[src/rtl/pat_mem_arbiter.sv]
// pat_mem_arbiter
//   Arbitrates a single-port pattern memory between the pixel-fetch read path
//   and the host read/write path. Fetch has priority; a starvation counter
//   force-grants the host for one cycle after STARVE_MAX consecutive denials.
//   Grants are combinational. The granted access is registered onto the
//   memory port one cycle later. Read data returns one cycle after mem_rd and
//   is steered to its owner by a 2-entry tag pipeline.
//
// Ports
//   clk, rst_n                        clock, synchronous active-low reset
//   fetch_req/addr -> fetch_gnt       pixel-fetch read request / grant
//   fetch_rvalid, fetch_rdata         fetch read return (rdata zero when idle)
//   host_req/we/addr/wdata/be         host access request
//   host_gnt, host_rvalid, host_rdata host grant / read return
//   mem_cs/rd/wr/addr/be/wdata        registered memory command
//   mem_rdata                         memory read data (1-cycle latency)
module pat_mem_arbiter #(
  parameter int ADDR_W     = 11,
  parameter int DATA_W     = 256,
  parameter int STARVE_MAX = 8
) (
  input  logic                clk,
  input  logic                rst_n,
  input  logic                fetch_req,
  input  logic [ADDR_W-1:0]   fetch_addr,
  output logic                fetch_gnt,
  output logic                fetch_rvalid,
  output logic [DATA_W-1:0]   fetch_rdata,
  input  logic                host_req,
  input  logic                host_we,
  input  logic [ADDR_W-1:0]   host_addr,
  input  logic [DATA_W-1:0]   host_wdata,
  input  logic [DATA_W/8-1:0] host_be,
  output logic                host_gnt,
  output logic                host_rvalid,
  output logic [DATA_W-1:0]   host_rdata,
  output logic                mem_cs,
  output logic                mem_rd,
  output logic                mem_wr,
  output logic [ADDR_W-1:0]   mem_addr,
  output logic [DATA_W/8-1:0] mem_be,
  output logic [DATA_W-1:0]   mem_wdata,
  input  logic [DATA_W-1:0]   mem_rdata
);

  localparam int BE_W  = DATA_W / 8;
  localparam int CNT_W = $clog2(STARVE_MAX + 1);
  localparam logic [CNT_W-1:0] CNT_MAX = CNT_W'(STARVE_MAX);

  logic [CNT_W-1:0]  starve_q, starve_d;
  logic              mem_cs_q, mem_cs_d;
  logic              mem_rd_q, mem_rd_d;
  logic              mem_wr_q, mem_wr_d;
  logic [ADDR_W-1:0] mem_addr_q, mem_addr_d;
  logic [BE_W-1:0]   mem_be_q, mem_be_d;
  logic [DATA_W-1:0] mem_wdata_q, mem_wdata_d;
  // Owner pipeline: entry 0 tracks the read on the memory port this cycle,
  // entry 1 tracks the read whose data is on mem_rdata this cycle.
  logic [1:0]        rd_vld_q, rd_vld_d;
  logic [1:0]        rd_host_q, rd_host_d;

  logic force_host;
  logic fetch_gnt_c, host_gnt_c;

  // Grant logic. The host wins over fetch only on the single cycle where the
  // counter has saturated; granting clears the counter, so the override
  // lasts exactly one cycle.
  always_comb begin
    force_host  = host_req && (starve_q == CNT_MAX);
    host_gnt_c  = 1'b0;
    fetch_gnt_c = 1'b0;
    if (rst_n) begin
      host_gnt_c  = host_req && (!fetch_req || force_host);
      fetch_gnt_c = fetch_req && !host_gnt_c;
    end
  end

  always_comb begin
    starve_d = starve_q;
    if (host_gnt_c) begin
      starve_d = '0;
    end else if (host_req && (starve_q != CNT_MAX)) begin
      starve_d = starve_q + CNT_W'(1);
    end
  end

  // Memory command register. Address, byte enables and write data hold
  // their last values when nothing is granted; only the strobes drop.
  always_comb begin
    mem_cs_d    = 1'b0;
    mem_rd_d    = 1'b0;
    mem_wr_d    = 1'b0;
    mem_addr_d  = mem_addr_q;
    mem_be_d    = mem_be_q;
    mem_wdata_d = mem_wdata_q;
    if (fetch_gnt_c) begin
      mem_cs_d    = 1'b1;
      mem_rd_d    = 1'b1;
      mem_addr_d  = fetch_addr;
      mem_be_d    = {BE_W{1'b1}};
      mem_wdata_d = '0;
    end else if (host_gnt_c) begin
      mem_cs_d    = 1'b1;
      mem_rd_d    = !host_we;
      mem_wr_d    = host_we;
      mem_addr_d  = host_addr;
      mem_be_d    = host_be;
      mem_wdata_d = host_wdata;
    end
  end

  always_comb begin
    rd_vld_d     = '0;
    rd_host_d    = '0;
    rd_vld_d[0]  = fetch_gnt_c || (host_gnt_c && !host_we);
    rd_host_d[0] = host_gnt_c;
    rd_vld_d[1]  = rd_vld_q[0];
    rd_host_d[1] = rd_host_q[0];
  end

  always_ff @(posedge clk) begin
    if (!rst_n) begin
      starve_q    <= '0;
      mem_cs_q    <= 1'b0;
      mem_rd_q    <= 1'b0;
      mem_wr_q    <= 1'b0;
      mem_addr_q  <= '0;
      mem_be_q    <= '0;
      mem_wdata_q <= '0;
      rd_vld_q    <= '0;
      rd_host_q   <= '0;
    end else begin
      starve_q    <= starve_d;
      mem_cs_q    <= mem_cs_d;
      mem_rd_q    <= mem_rd_d;
      mem_wr_q    <= mem_wr_d;
      mem_addr_q  <= mem_addr_d;
      mem_be_q    <= mem_be_d;
      mem_wdata_q <= mem_wdata_d;
      rd_vld_q    <= rd_vld_d;
      rd_host_q   <= rd_host_d;
    end
  end

  // Outputs are forced to zero for the whole reset-low cycle, not just
  // after the first reset edge, so nothing escapes while rst_n is low.
  always_comb begin
    fetch_gnt    = fetch_gnt_c;
    host_gnt     = host_gnt_c;
    fetch_rvalid = rst_n && rd_vld_q[1] && !rd_host_q[1];
    host_rvalid  = rst_n && rd_vld_q[1] && rd_host_q[1];
    fetch_rdata  = fetch_rvalid ? mem_rdata : '0;
    host_rdata   = host_rvalid ? mem_rdata : '0;
    mem_cs       = rst_n && mem_cs_q;
    mem_rd       = rst_n && mem_rd_q;
    mem_wr       = rst_n && mem_wr_q;
    mem_addr     = rst_n ? mem_addr_q  : '0;
    mem_be       = rst_n ? mem_be_q    : '0;
    mem_wdata    = rst_n ? mem_wdata_q : '0;
  end

endmodule

[config.mk]
export PLATFORM = sky130hd
export DESIGN_NAME = pat_mem_arbiter
export DESIGN_NICKNAME = d
export VERILOG_FILES = /design/src/rtl/pat_mem_arbiter.sv
export SDC_FILE = /design/constraint.sdc
export NUM_CORES = 1
export LEC_CHECK = 0
export ABC_AREA = 1
export CORE_AREA = 10 10 538 540
export DETAILED_ROUTE_END_ITERATION = 6
export DIE_AREA = 0 0 548 550
export PLACE_DENSITY_LB_ADDON = 0.25
export SKIP_CTS_REPAIR_TIMING = 1
export SLEW_MARGIN = 15
export SYNTH_ARGS = -nofsm -noshare
export SYNTH_HDL_FRONTEND = slang
export SYNTH_SLANG_ARGS = --single-unit
[constraint.sdc]
create_clock -name clk -period 2.23 [get_ports clk]
set_clock_uncertainty 0.1 [all_clocks]
set_input_delay 0.3345 -clock clk [delete_from_list [all_inputs] [get_ports clk]]
set_output_delay 0.3345 -clock clk [all_outputs]
set_load 0.01 [all_outputs]
==> flow_metrics.tcl <==
set metrics [dict create \
    power.density_nw_per_um2 418 \
    status "complete, but fails checks" \
    tightest_slew_ns 0.498 \
    path_class "reg -> out" \
    internal_power_mw 11.8 \
    dp.cells 7991 \
    dp.final_hpwl_um 177000 \
    use_met2_pct 20.7 \
    p_switching_mw 5.08 \
    cp-start-kind "flip-flop" \
    grt_pass1_wl_um 249000 \
    synthesis.area_um2 16500 \
    ioPinCount 1389 \
    period_minus_slack_ns 2.93 \
    dr.pass1.iters 5 \
    die_y_um 550 \
    crit_fanout 12 \
    synth_edf_count 0 \
    cts_tree "built" \
    final-max-slew-violation-count 0 \
    yosysSeqAreaShare_pct 37.6 \
    syn_avg_cell_area_um2 5.86 \
    ys_top_cells_by_area "dfxtp_1, nand2_1, inv_1" \
    clk_pin_slew_ns 0.06 \
    nFillCells 32214 \
    setup_slack_ns -0.697 \
    detailed_place.area_um2 37800 \
    crit_required_ns 1.80 \
    grt-ovfl-total 0 \
    drc 0 \
    initial_core_util_pct 5.92 \
    wl_per_cell_um 24.9 \
    fin_total_pwr_mw 16.9 \
    synthTopCellsByCount "nand2_1, inv_1, nor2_1, dfxtp_1, nand3_1" \
    rsz0062_at_grt "true" \
    ir_drop_mv 0.413 \
    gp_congestion 0.898 \
    power_frac_clock_pct 41.7 \
    synthMostInstantiatedCell "nand2_1" \
    num_rows 194 \
    cp-startpoint "rd_host_q[1]" \
    numCtsBuffers 40 \
    portBuffers 1388 \
    synth_fp_nets 3384 \
    vias 24431 \
    synth_cells 2811 \
    ys_ff_latch 309 \
    fmax_ghz 0.342 \
    synth_top_area_cell "dfxtp_1" \
    ys_async_sr_fraction_pct 0 \
    crit_path_end_kind "primary output" \
    r2r_start "starve_q[1]" \
    hold_start "host_wdata[22]" \
    final_cells 8170 \
    setup_viol 640 \
    nets 4983 \
    yosys_warnings 0 \
    grtUsageMet1_pct 15.0 \
    drive_above_1_share_pct 25.8 \
    core-area_um2 278000 \
    ant_nets 0 \
    root_buffer "clkbuf_16" \
    maxSlewHeadroom_pct 66.8 \
    grt_pass1_vias 24656 \
    clockBufferDepth 3 \
    cts.sinks 309 \
    seqPwrFrac_pct 35.2 \
    p_leak_nw 20.3 \
    routed_via_density 2.99 \
    yosys_most_used_dff "dfxtp_1" \
    final_hold_viol_count 0 \
    netlist.area_leader.share_pct 37.6 \
    die_area_um2 301000 \
    grtUsageMet3_pct 3.93 \
    p_comb_share_pct 23.1 \
    area_delta_synth_final_pct 146 \
    die_w_um 548 \
    dr.first_iter.drc_count 1402 \
    grt_start_max_net_pins 95 \
    hold_class "in -> reg" \
    switching_share_pct 30.1 \
    worstPathArrival_ns 2.49 \
    ys_types 26 \
    busiest_layer "met2" \
    htreeDepth 2 \
    maxCapViolCount 0 \
    wirelength_um 204000 \
    insertion_delay_ns 0.61 \
    final_area_um2 40500 \
    violations "setup timing" \
    post-route-util_pct 14.5 \
    period_share_pct 131 \
    grt_antenna_before_repair 64 \
    grt_usage_pct 12.2 \
]
path summary, 6_finish.rpt:
path,slack (ns),to,depth (start not counted)
max,-0.70,fetch_rdata[247],6
max reg2reg,0.12,mem_wdata_q[73],9
min,0.16,mem_wdata_q[22],3
min reg2reg,0.31,rd_host_q[1],2
sequential cells by signal, summed over array words and instances (netlist names):
signal,flops
mem_wr_q,1
starve_q,4
rd_host_q,2
mem_cs_q,1
rd_vld_q,2
mem_be_q,32
mem_wdata_q,256
mem_addr_q,11
critical path, stage by stage, from the launching register on:
cell and delay [ns]:
dfxtp_2 0.33, nor3_2 0.20, buf_6 0.19, clkinv_16 0.10, clkbuf_16 0.28, nor2_1 0.09
clkdlybuf4s50_1 0.55
metrics by stage:
| stage | TNS [ns] | setup WS [ns] | hold WS, ns |
|---|---|---|---|
| floorplan | 0 | 0.403 | 0.290 |
| global placement | -111.70 | -0.423 | 0.299 |
| detailed placement | -112.11 | -0.414 | 0.302 |
| CTS | -361.15 | -0.928 | 0.0820 |
| global route | -309.40 | -0.797 | 0.126 |
| finish | -232.51 | -0.697 | 0.157 |
cells in the final DEF, fill, tap and decap left out, types with 4 or more instances in the layout:
cell type / count
nand2_1: 876
clkdlybuf4s50_1: 829
inv_1: 569
nor2_1: 372
buf_4: 314
dfxtp_1: 308
nand3_1: 283
buf_12: 204
buf_2: 197
buf_6: 93
nor2_2: 82
nor2_4: 76
clkbuf_16: 57
clkbuf_2: 48
buf_8: 25
o21ai_0: 14
a2bb2oi_1: 13
clkbuf_1: 9
dlymetal6s2s_1: 9
clkinv_2: 7
diode_2: 6
clkbuf_8: 6
buf_16: 6
clkinv_16: 5
inv_2: 4
bufinv_16: 4
area by class of cell:
| cell class | count | area (um2) | share of cell area (%) |
|---|---|---|---|
| inverters | 577 | 2230 | 5.50 |
| flip-flops and latches | 309 | 6190 | 15.3 |
| clock buffers | 57 | 1170 | 2.88 |
| diodes | 6 | 15.0 | 0.0371 |
| repair inverters | 7 | 158 | 0.390 |
| well taps | 3724 | 4660 | 11.5 |
| repair buffers | 1740 | 18000 | 44.6 |
| clock inverters | 15 | 196 | 0.485 |
| multi-input cells | 1735 | 7820 | 19.3 |
power by group through the flow:
stage | Clock (mW) | Combinational [mW] | Sequential, mW
2_1_floorplan | 0 | 1.01 | 6.00
4_1_cts | 7.33 | 3.86 | 5.95
6_report | 7.05 | 3.91 | 5.94
5_1_grt | 7.50 | 4.18 | 5.97
3_3_place_gp | 0 | 3.85 | 6.07
3_5_place_dp | 0 | 3.84 | 6.07
cell families (layout without fill, tap and decap cells):
family	count (synthesis)	in the layout	synth area share, %
and+or+nand+nor	1697	1697	41.1
buffers and inverters	767	2396	19.7
DFF	309	309	37.6
AOI/OAI and AO/OA	34	34	1.38
adders and majority gates	2	2	0.152
xor gates and xnor gates	2	2	0.106
other	0	6	0
metal layers:
metal	vias to the layer above	share of wire, %
met1	11697	43
met4	2	2.3
met3	223	7.5
met2	1210	47
li1	11299	-
met5	-	0.0064
Note: power is estimated with default switching activity, not from simulation.
